### src/rtl/axi_rd_arbiter_if.sv
`default_nettype none
// ============================================================================
// Module   : axi_rd_arbiter_if
// Purpose  : Single read-channel bundle (address + response handshakes).
// Revision : 1.0
// ============================================================================
interface axi_rd_arbiter_if;
    logic        ar_valid;
    logic        ar_ready;
    logic [31:0] araddr;
    logic        r_valid;
    logic        r_ready;
    logic [31:0] rdata;
    logic [1:0]  rresp;

    modport master (
        output ar_valid, araddr, r_ready,
        input  ar_ready, r_valid, rdata, rresp
    );

    modport slave (
        input  ar_valid, araddr, r_ready,
        output ar_ready, r_valid, rdata, rresp
    );
endinterface
`default_nettype wire

### src/rtl/axi_rd_arbiter.sv
`default_nettype none
// ============================================================================
// Module   : axi_rd_arbiter
// Purpose  : 2-master / 2-slave round-robin read arbiter with address decode.
// Revision : 1.0
// ============================================================================
module axi_rd_arbiter #(
    parameter logic [31:0] SRAM_BASE  = 32'h8000_0000,
    parameter logic [31:0] SRAM_SIZE  = 32'h0800_0000,
    parameter logic [31:0] CLINT_BASE = 32'hA000_0048,
    parameter logic [31:0] CLINT_SIZE = 32'd8
) (
    input  wire              clock,
    input  wire              reset,
    axi_rd_arbiter_if.slave  m0_io,
    axi_rd_arbiter_if.slave  m1_io,
    axi_rd_arbiter_if.master s0_io,
    axi_rd_arbiter_if.master s1_io
);

    typedef enum logic [1:0] {
        IDLE = 2'd0,
        SEND = 2'd1,
        WAIT = 2'd2,
        DERR = 2'd3
    } state_e;

    localparam logic [1:0] RESP_DECERR = 2'b11;

    state_e      state_q, state_d;
    logic        grant_q, grant_d;
    logic        last_q,  last_d;
    logic        sel_q,   sel_d;
    logic [31:0] addr_q,  addr_d;

    logic        win;
    logic [31:0] win_addr;
    logic        hit_clint;
    logic        hit_sram;
    logic        sel_ar_ready;
    logic        sel_r_valid;
    logic [31:0] sel_rdata;
    logic [1:0]  sel_rresp;
    logic        gnt_r_ready;
    logic        rsp_valid;
    logic [31:0] rsp_data;
    logic [1:0]  rsp_resp;

    // Subtract-then-compare keeps the window test free of 32-bit overflow.
    always_comb begin
        win       = m1_io.ar_valid & (~m0_io.ar_valid | ~last_q);
        win_addr  = win ? m1_io.araddr : m0_io.araddr;
        hit_clint = (win_addr >= CLINT_BASE) && ((win_addr - CLINT_BASE) < CLINT_SIZE);
        hit_sram  = (win_addr >= SRAM_BASE)  && ((win_addr - SRAM_BASE)  < SRAM_SIZE);

        sel_ar_ready = sel_q ? s1_io.ar_ready : s0_io.ar_ready;
        sel_r_valid  = sel_q ? s1_io.r_valid  : s0_io.r_valid;
        sel_rdata    = sel_q ? s1_io.rdata    : s0_io.rdata;
        sel_rresp    = sel_q ? s1_io.rresp    : s0_io.rresp;
        gnt_r_ready  = grant_q ? m1_io.r_ready : m0_io.r_ready;
    end

    always_comb begin
        state_d = state_q;
        grant_d = grant_q;
        last_d  = last_q;
        sel_d   = sel_q;
        addr_d  = addr_q;

        m0_io.ar_ready = 1'b0;
        m1_io.ar_ready = 1'b0;
        s0_io.ar_valid = 1'b0;
        s1_io.ar_valid = 1'b0;
        s0_io.r_ready  = 1'b0;
        s1_io.r_ready  = 1'b0;
        s0_io.araddr   = addr_q;
        s1_io.araddr   = addr_q;
        rsp_valid      = 1'b0;
        rsp_data       = 32'h0;
        rsp_resp       = 2'b00;

        // Outputs are held quiet for as long as reset is asserted.
        if (!reset) begin
            case (state_q)
                IDLE: begin
                    m0_io.ar_ready = m0_io.ar_valid & ~win;
                    m1_io.ar_ready = win;
                    if (m0_io.ar_valid | m1_io.ar_valid) begin
                        grant_d = win;
                        addr_d  = win_addr;
                        sel_d   = hit_clint;
                        state_d = (hit_clint | hit_sram) ? SEND : DERR;
                    end
                end
                SEND: begin
                    s0_io.ar_valid = ~sel_q;
                    s1_io.ar_valid = sel_q;
                    if (sel_ar_ready) begin
                        state_d = WAIT;
                    end
                end
                WAIT: begin
                    rsp_valid     = sel_r_valid;
                    rsp_data      = sel_rdata;
                    rsp_resp      = sel_rresp;
                    s0_io.r_ready = ~sel_q & gnt_r_ready;
                    s1_io.r_ready = sel_q & gnt_r_ready;
                    if (sel_r_valid & gnt_r_ready) begin
                        last_d  = grant_q;
                        state_d = IDLE;
                    end
                end
                DERR: begin
                    rsp_valid = 1'b1;
                    rsp_resp  = RESP_DECERR;
                    if (gnt_r_ready) begin
                        last_d  = grant_q;
                        state_d = IDLE;
                    end
                end
                default: state_d = IDLE;
            endcase
        end

        m0_io.r_valid = rsp_valid & ~grant_q;
        m1_io.r_valid = rsp_valid & grant_q;
        m0_io.rdata   = grant_q ? 32'h0 : rsp_data;
        m1_io.rdata   = grant_q ? rsp_data : 32'h0;
        m0_io.rresp   = grant_q ? 2'b00 : rsp_resp;
        m1_io.rresp   = grant_q ? rsp_resp : 2'b00;
    end

    always_ff @(posedge clock) begin
        if (reset) begin
            state_q <= IDLE;
            grant_q <= 1'b0;
            last_q  <= 1'b1;
            sel_q   <= 1'b0;
            addr_q  <= 32'h0;
        end else begin
            state_q <= state_d;
            grant_q <= grant_d;
            last_q  <= last_d;
            sel_q   <= sel_d;
            addr_q  <= addr_d;
        end
    end

endmodule
`default_nettype wire
### src/flat_wrapper.sv
// flat-port wrapper written by rule: the top's interface ports become plain ports
module axi_rd_arbiter_flat 
#(
    parameter logic [31:0] SRAM_BASE  = 32'h8000_0000,
    parameter logic [31:0] SRAM_SIZE  = 32'h0800_0000,
    parameter logic [31:0] CLINT_BASE = 32'hA000_0048,
    parameter logic [31:0] CLINT_SIZE = 32'd8
)
  (clock, reset, m0_io_ar_valid, m0_io_araddr, m0_io_r_ready, m0_io_ar_ready, m0_io_r_valid, m0_io_rdata, m0_io_rresp, m1_io_ar_valid, m1_io_araddr, m1_io_r_ready, m1_io_ar_ready, m1_io_r_valid, m1_io_rdata, m1_io_rresp, s0_io_ar_valid, s0_io_araddr, s0_io_r_ready, s0_io_ar_ready, s0_io_r_valid, s0_io_rdata, s0_io_rresp, s1_io_ar_valid, s1_io_araddr, s1_io_r_ready, s1_io_ar_ready, s1_io_r_valid, s1_io_rdata, s1_io_rresp);
  axi_rd_arbiter_if m0_io_i ();
  axi_rd_arbiter_if m1_io_i ();
  axi_rd_arbiter_if s0_io_i ();
  axi_rd_arbiter_if s1_io_i ();
  input  wire clock;
  input  wire reset;
  input wire logic [$bits(m0_io_i.ar_valid)-1:0] m0_io_ar_valid;
  input wire logic [$bits(m0_io_i.araddr)-1:0] m0_io_araddr;
  input wire logic [$bits(m0_io_i.r_ready)-1:0] m0_io_r_ready;
  output wire logic [$bits(m0_io_i.ar_ready)-1:0] m0_io_ar_ready;
  output wire logic [$bits(m0_io_i.r_valid)-1:0] m0_io_r_valid;
  output wire logic [$bits(m0_io_i.rdata)-1:0] m0_io_rdata;
  output wire logic [$bits(m0_io_i.rresp)-1:0] m0_io_rresp;
  input wire logic [$bits(m1_io_i.ar_valid)-1:0] m1_io_ar_valid;
  input wire logic [$bits(m1_io_i.araddr)-1:0] m1_io_araddr;
  input wire logic [$bits(m1_io_i.r_ready)-1:0] m1_io_r_ready;
  output wire logic [$bits(m1_io_i.ar_ready)-1:0] m1_io_ar_ready;
  output wire logic [$bits(m1_io_i.r_valid)-1:0] m1_io_r_valid;
  output wire logic [$bits(m1_io_i.rdata)-1:0] m1_io_rdata;
  output wire logic [$bits(m1_io_i.rresp)-1:0] m1_io_rresp;
  output wire logic [$bits(s0_io_i.ar_valid)-1:0] s0_io_ar_valid;
  output wire logic [$bits(s0_io_i.araddr)-1:0] s0_io_araddr;
  output wire logic [$bits(s0_io_i.r_ready)-1:0] s0_io_r_ready;
  input wire logic [$bits(s0_io_i.ar_ready)-1:0] s0_io_ar_ready;
  input wire logic [$bits(s0_io_i.r_valid)-1:0] s0_io_r_valid;
  input wire logic [$bits(s0_io_i.rdata)-1:0] s0_io_rdata;
  input wire logic [$bits(s0_io_i.rresp)-1:0] s0_io_rresp;
  output wire logic [$bits(s1_io_i.ar_valid)-1:0] s1_io_ar_valid;
  output wire logic [$bits(s1_io_i.araddr)-1:0] s1_io_araddr;
  output wire logic [$bits(s1_io_i.r_ready)-1:0] s1_io_r_ready;
  input wire logic [$bits(s1_io_i.ar_ready)-1:0] s1_io_ar_ready;
  input wire logic [$bits(s1_io_i.r_valid)-1:0] s1_io_r_valid;
  input wire logic [$bits(s1_io_i.rdata)-1:0] s1_io_rdata;
  input wire logic [$bits(s1_io_i.rresp)-1:0] s1_io_rresp;
  assign m0_io_i.ar_valid = m0_io_ar_valid;
  assign m0_io_i.araddr = m0_io_araddr;
  assign m0_io_i.r_ready = m0_io_r_ready;
  assign m0_io_ar_ready = m0_io_i.ar_ready;
  assign m0_io_r_valid = m0_io_i.r_valid;
  assign m0_io_rdata = m0_io_i.rdata;
  assign m0_io_rresp = m0_io_i.rresp;
  assign m1_io_i.ar_valid = m1_io_ar_valid;
  assign m1_io_i.araddr = m1_io_araddr;
  assign m1_io_i.r_ready = m1_io_r_ready;
  assign m1_io_ar_ready = m1_io_i.ar_ready;
  assign m1_io_r_valid = m1_io_i.r_valid;
  assign m1_io_rdata = m1_io_i.rdata;
  assign m1_io_rresp = m1_io_i.rresp;
  assign s0_io_ar_valid = s0_io_i.ar_valid;
  assign s0_io_araddr = s0_io_i.araddr;
  assign s0_io_r_ready = s0_io_i.r_ready;
  assign s0_io_i.ar_ready = s0_io_ar_ready;
  assign s0_io_i.r_valid = s0_io_r_valid;
  assign s0_io_i.rdata = s0_io_rdata;
  assign s0_io_i.rresp = s0_io_rresp;
  assign s1_io_ar_valid = s1_io_i.ar_valid;
  assign s1_io_araddr = s1_io_i.araddr;
  assign s1_io_r_ready = s1_io_i.r_ready;
  assign s1_io_i.ar_ready = s1_io_ar_ready;
  assign s1_io_i.r_valid = s1_io_r_valid;
  assign s1_io_i.rdata = s1_io_rdata;
  assign s1_io_i.rresp = s1_io_rresp;
  axi_rd_arbiter #(.SRAM_BASE(SRAM_BASE), .SRAM_SIZE(SRAM_SIZE), .CLINT_BASE(CLINT_BASE), .CLINT_SIZE(CLINT_SIZE)) u_core (.clock(clock), .reset(reset), .m0_io(m0_io_i), .m1_io(m1_io_i), .s0_io(s0_io_i), .s1_io(s1_io_i));
endmodule
### config.mk
export PLATFORM = sky130hd
export DESIGN_NAME = axi_rd_arbiter_flat
export DESIGN_NICKNAME = d
export VERILOG_FILES = /design/src/rtl/axi_rd_arbiter_if.sv /design/src/rtl/axi_rd_arbiter.sv /design/src/flat_wrapper.sv
export SDC_FILE = /design/constraint.sdc
export NUM_CORES = 1
export LEC_CHECK = 0
export BUFFER_PORTS_ARGS = -buffer_cell sky130_fd_sc_hd__buf_2
export CAP_MARGIN = 40
export CORE_AREA = 5 5 105 107
export DETAILED_ROUTE_END_ITERATION = 8
export DIE_AREA = 0 0 110 112
export GPL_TIMING_DRIVEN = 0
export PLACE_DENSITY = 0.77
export SYNTH_ARGS = -nofsm -noshare
export SYNTH_HDL_FRONTEND = slang
export SYNTH_SLANG_ARGS = --single-unit
### constraint.sdc
create_clock -name clock -period 4.35 [get_ports clock]
set_input_delay 0.435 -clock clock [delete_from_list [all_inputs] [get_ports clock]]
set_output_delay 0.435 -clock clock [all_outputs]
set_load 0.01 [all_outputs]
==> results.ini <==
[clock_network]
clkLatencyLatePin_ns=0.30
cts-root-buf=clkbuf_8
cts_htree_levels=2
cts_buffers=5
clock_sinks=37
clockBufferDepth=2
path_clk_slew_ns=0.08
cts_tree=built

[timing]
worst_pin_slew_ns=0.8549
setup-tns-final_ns=0
timing.hold.ws_ns=0.4196
fin_crit_sh=0.9429
fmax_ghz=0.2438
rsz0062_at_grt=no
setup_viol=0
hold_violations=0
finClkSkew_ns=0.005716
final_max_slew_viol_count=0
finalWorstSetupSlack_ns=0.2485
slew_headroom=0.4301
fin_crit_ns=4.102

[final_layout]
post-route-util=0.5493
final_nets=954
final_cell_mix=283 x buf_2, 127 x nor2_1, 53 x mux2i_1, 44 x nand2_1, 37 x dfxtp_1
fill_cells=1051
regArea_um2=740.7
post_route_cells_drive_above_1_share=0.4365
diodes=0
multi_input_area_um2=2646
syn2layout_area_growth_pct=43.88
final_common_cell=buf_2

[critical_path]
crit_type=flop to flop
rr_worst_depth=14
startpoint_type=flop
r2r_slack_ns=0.25
reg2reg_to=u_core.sel_q
worstPathCellList=a21bo_1, clkbuf_8, buf_12, buf_2, buf_6, mux2i_1, ha_1, o221ai_1, a211o_1, a2111oi_2, mux2i_1, a2111o_1, nor4_1, a32o_1
cp-endpoint=u_core.sel_q
regToRegStartpoint=u_core.last_q
cp-end-kind=flop
cp_max_fo=19
crit_path_top_delay_cell=a2111oi_2
cp_slowest_stage_delay_ns=0.48
crit_path_start=u_core.last_q
crit_path_frequent_cell=mux2i_1
cp.arrival_ns=4.34
critical_path_required_ns=4.59

[synth]
ys_seq_elements=37
synthCells=522
synth.area.top_cells=dfxtp_1 19%, mux2i_1 14%, nor2_1 12%
yosysUniqueCellTypes=67
yosys_warnings=0
synth.avg_cell_area_um2=7.347
synth_top_cell_by_area=dfxtp_1
ys_seq_area_frac=0.1931
synth_area_um2=3835
synthesis.nets=666
synth_top_area_share=0.1931
postSynth.asyncResetShare=0
ys.flop_type=dfxtp_1
synth_edf_count=0

[die]
die_x_um=110
die_h_um=112
start_util=0.3817
dieArea_um2=12320
rows=37
core_um2=10050
io_pins=282

[global_routing]
groute.usage.overall=0.2832
grt_first_pass_wirelength_um=26980
antenna_found_initial=0
first_global_vias=5133
grt-ovfl-total=0
grt_max_degree=20

[power]
max-vdd-ir-drop_mv=0.1512
p_leak_nw=2.770
powerDensity_nw_per_um2=242.5
power_mw=1.338

[run]
cap_violations=0

[place]
gp_congestion=0.9842
dp_hpwl_um=15780
place_ws_ns=-0.4841
port_buffers=281

[hold_path]
hold_path.class=input port to flop
min_from=m0_io_araddr[1]

[route]
drc_errors=0
drt-initial-drc-count=422
num_vias=5144
avgRoutedWirePerCell_um=19.54
drtPass1Iterations=5
drt-total-wl_um=18500
via_per_inst=5.432
antenna_left=0

[outcome]
status=finished, final reports clean

cells by family (layout without fill, tap and decap cells):
group / after synthesis / in the layout / share of synthesized area
compound gates: 93 / 93 / 0.1977
mux: 65 / 65 / 0.1778
buf+inv: 72 / 361 / 0.1178
flops: 37 / 37 / 0.1931
xor+xnor: 8 / 8 / 0.01827
fa+ha+maj: 2 / 2 / 0.006524
simple gates: 245 / 245 / 0.2887
synthesized netlist by cell type (4+ instances only):
master / count
a211oi_1: 17
a21oi_1: 10
a311oi_1: 15
and2_1: 4
buf_1: 9
buf_4: 33
clkbuf_1: 17
dfxtp_1: 37
inv_1: 5
mux2_2: 8
mux2i_1: 54
nand2_1: 44
nand4_1: 5
nor2_1: 127
nor2b_1: 5
nor3_1: 24
nor4_1: 13
o21ai_0: 9
or3_1: 5
xnor2_1: 5
power breakdown:
group / switching, mW / internal [mW] / total [mW]
registers: 0.0395 / 0.387 / 0.427
clock network: 0.138 / 0.129 / 0.266
logic: 0.361 / 0.283 / 0.645
layer usage:
layer	routed length [um]	vias up	track usage
li1	-	2449	-
met3	1970	44	0.07072
met4	701	0	0.1147
met1	7137	2348	0.3511
met5	0	-	0
met2	8691	303	0.4624
worst min path at each step:
| stage | slack, ns | cells after the start | endpoint |
|---|---|---|---|
| after floorplan | 0.50 | 2 | u_core.last_q |
| after global placement | 0.50 | 2 | u_core.s0_io.araddr[16] |
| after detailed placement | 0.51 | 2 | u_core.s0_io.araddr[16] |
| after CTS | 0.42 | 3 | u_core.s0_io.araddr[0] |
| after global routing | 0.42 | 3 | u_core.s0_io.araddr[1] |
| final | 0.42 | 3 | u_core.s0_io.araddr[1] |
per-stage QoR:
stage	instances	cell area, um^2
after global routing	947	5518
after floorplan	522	3835
after global placement	939	5411
after detailed placement	940	5415
final	947	5518
after CTS	947	5508
critical path: cells and delay by family (launching register included):
family          cells  cell delay [ns]
compound gates      6             1.80
buf+inv             4             0.91
mux                 2             0.47
flops               1             0.42
fa+ha+maj           1             0.24
simple gates        1             0.18
flip-flops by register name, summed over array words and instances (netlist names):
name                 cells
u_core.grant_q           1
u_core.s0_io.araddr     32
u_core.last_q            1
u_core.state_q           2
u_core.sel_q             1
area by class of cell:
cell class,count,area share
buffer,66,0.07891
clock buffer,6,0.01497
clock inverter,2,0.002494
inverter,5,0.003401
multi-input combinational,413,0.4796
sequential,37,0.1342
tap,136,0.03084
timing repair buffer,282,0.2556
what timing repair did:
action	CTS	global route
resized for setup	0	4
pin swaps	0	0
gates cloned	0	0
buffers inserted	0	0
hold buffers	0	0
endpoints found under the setup margin	2	2
(Power assumes the default switching activity.)
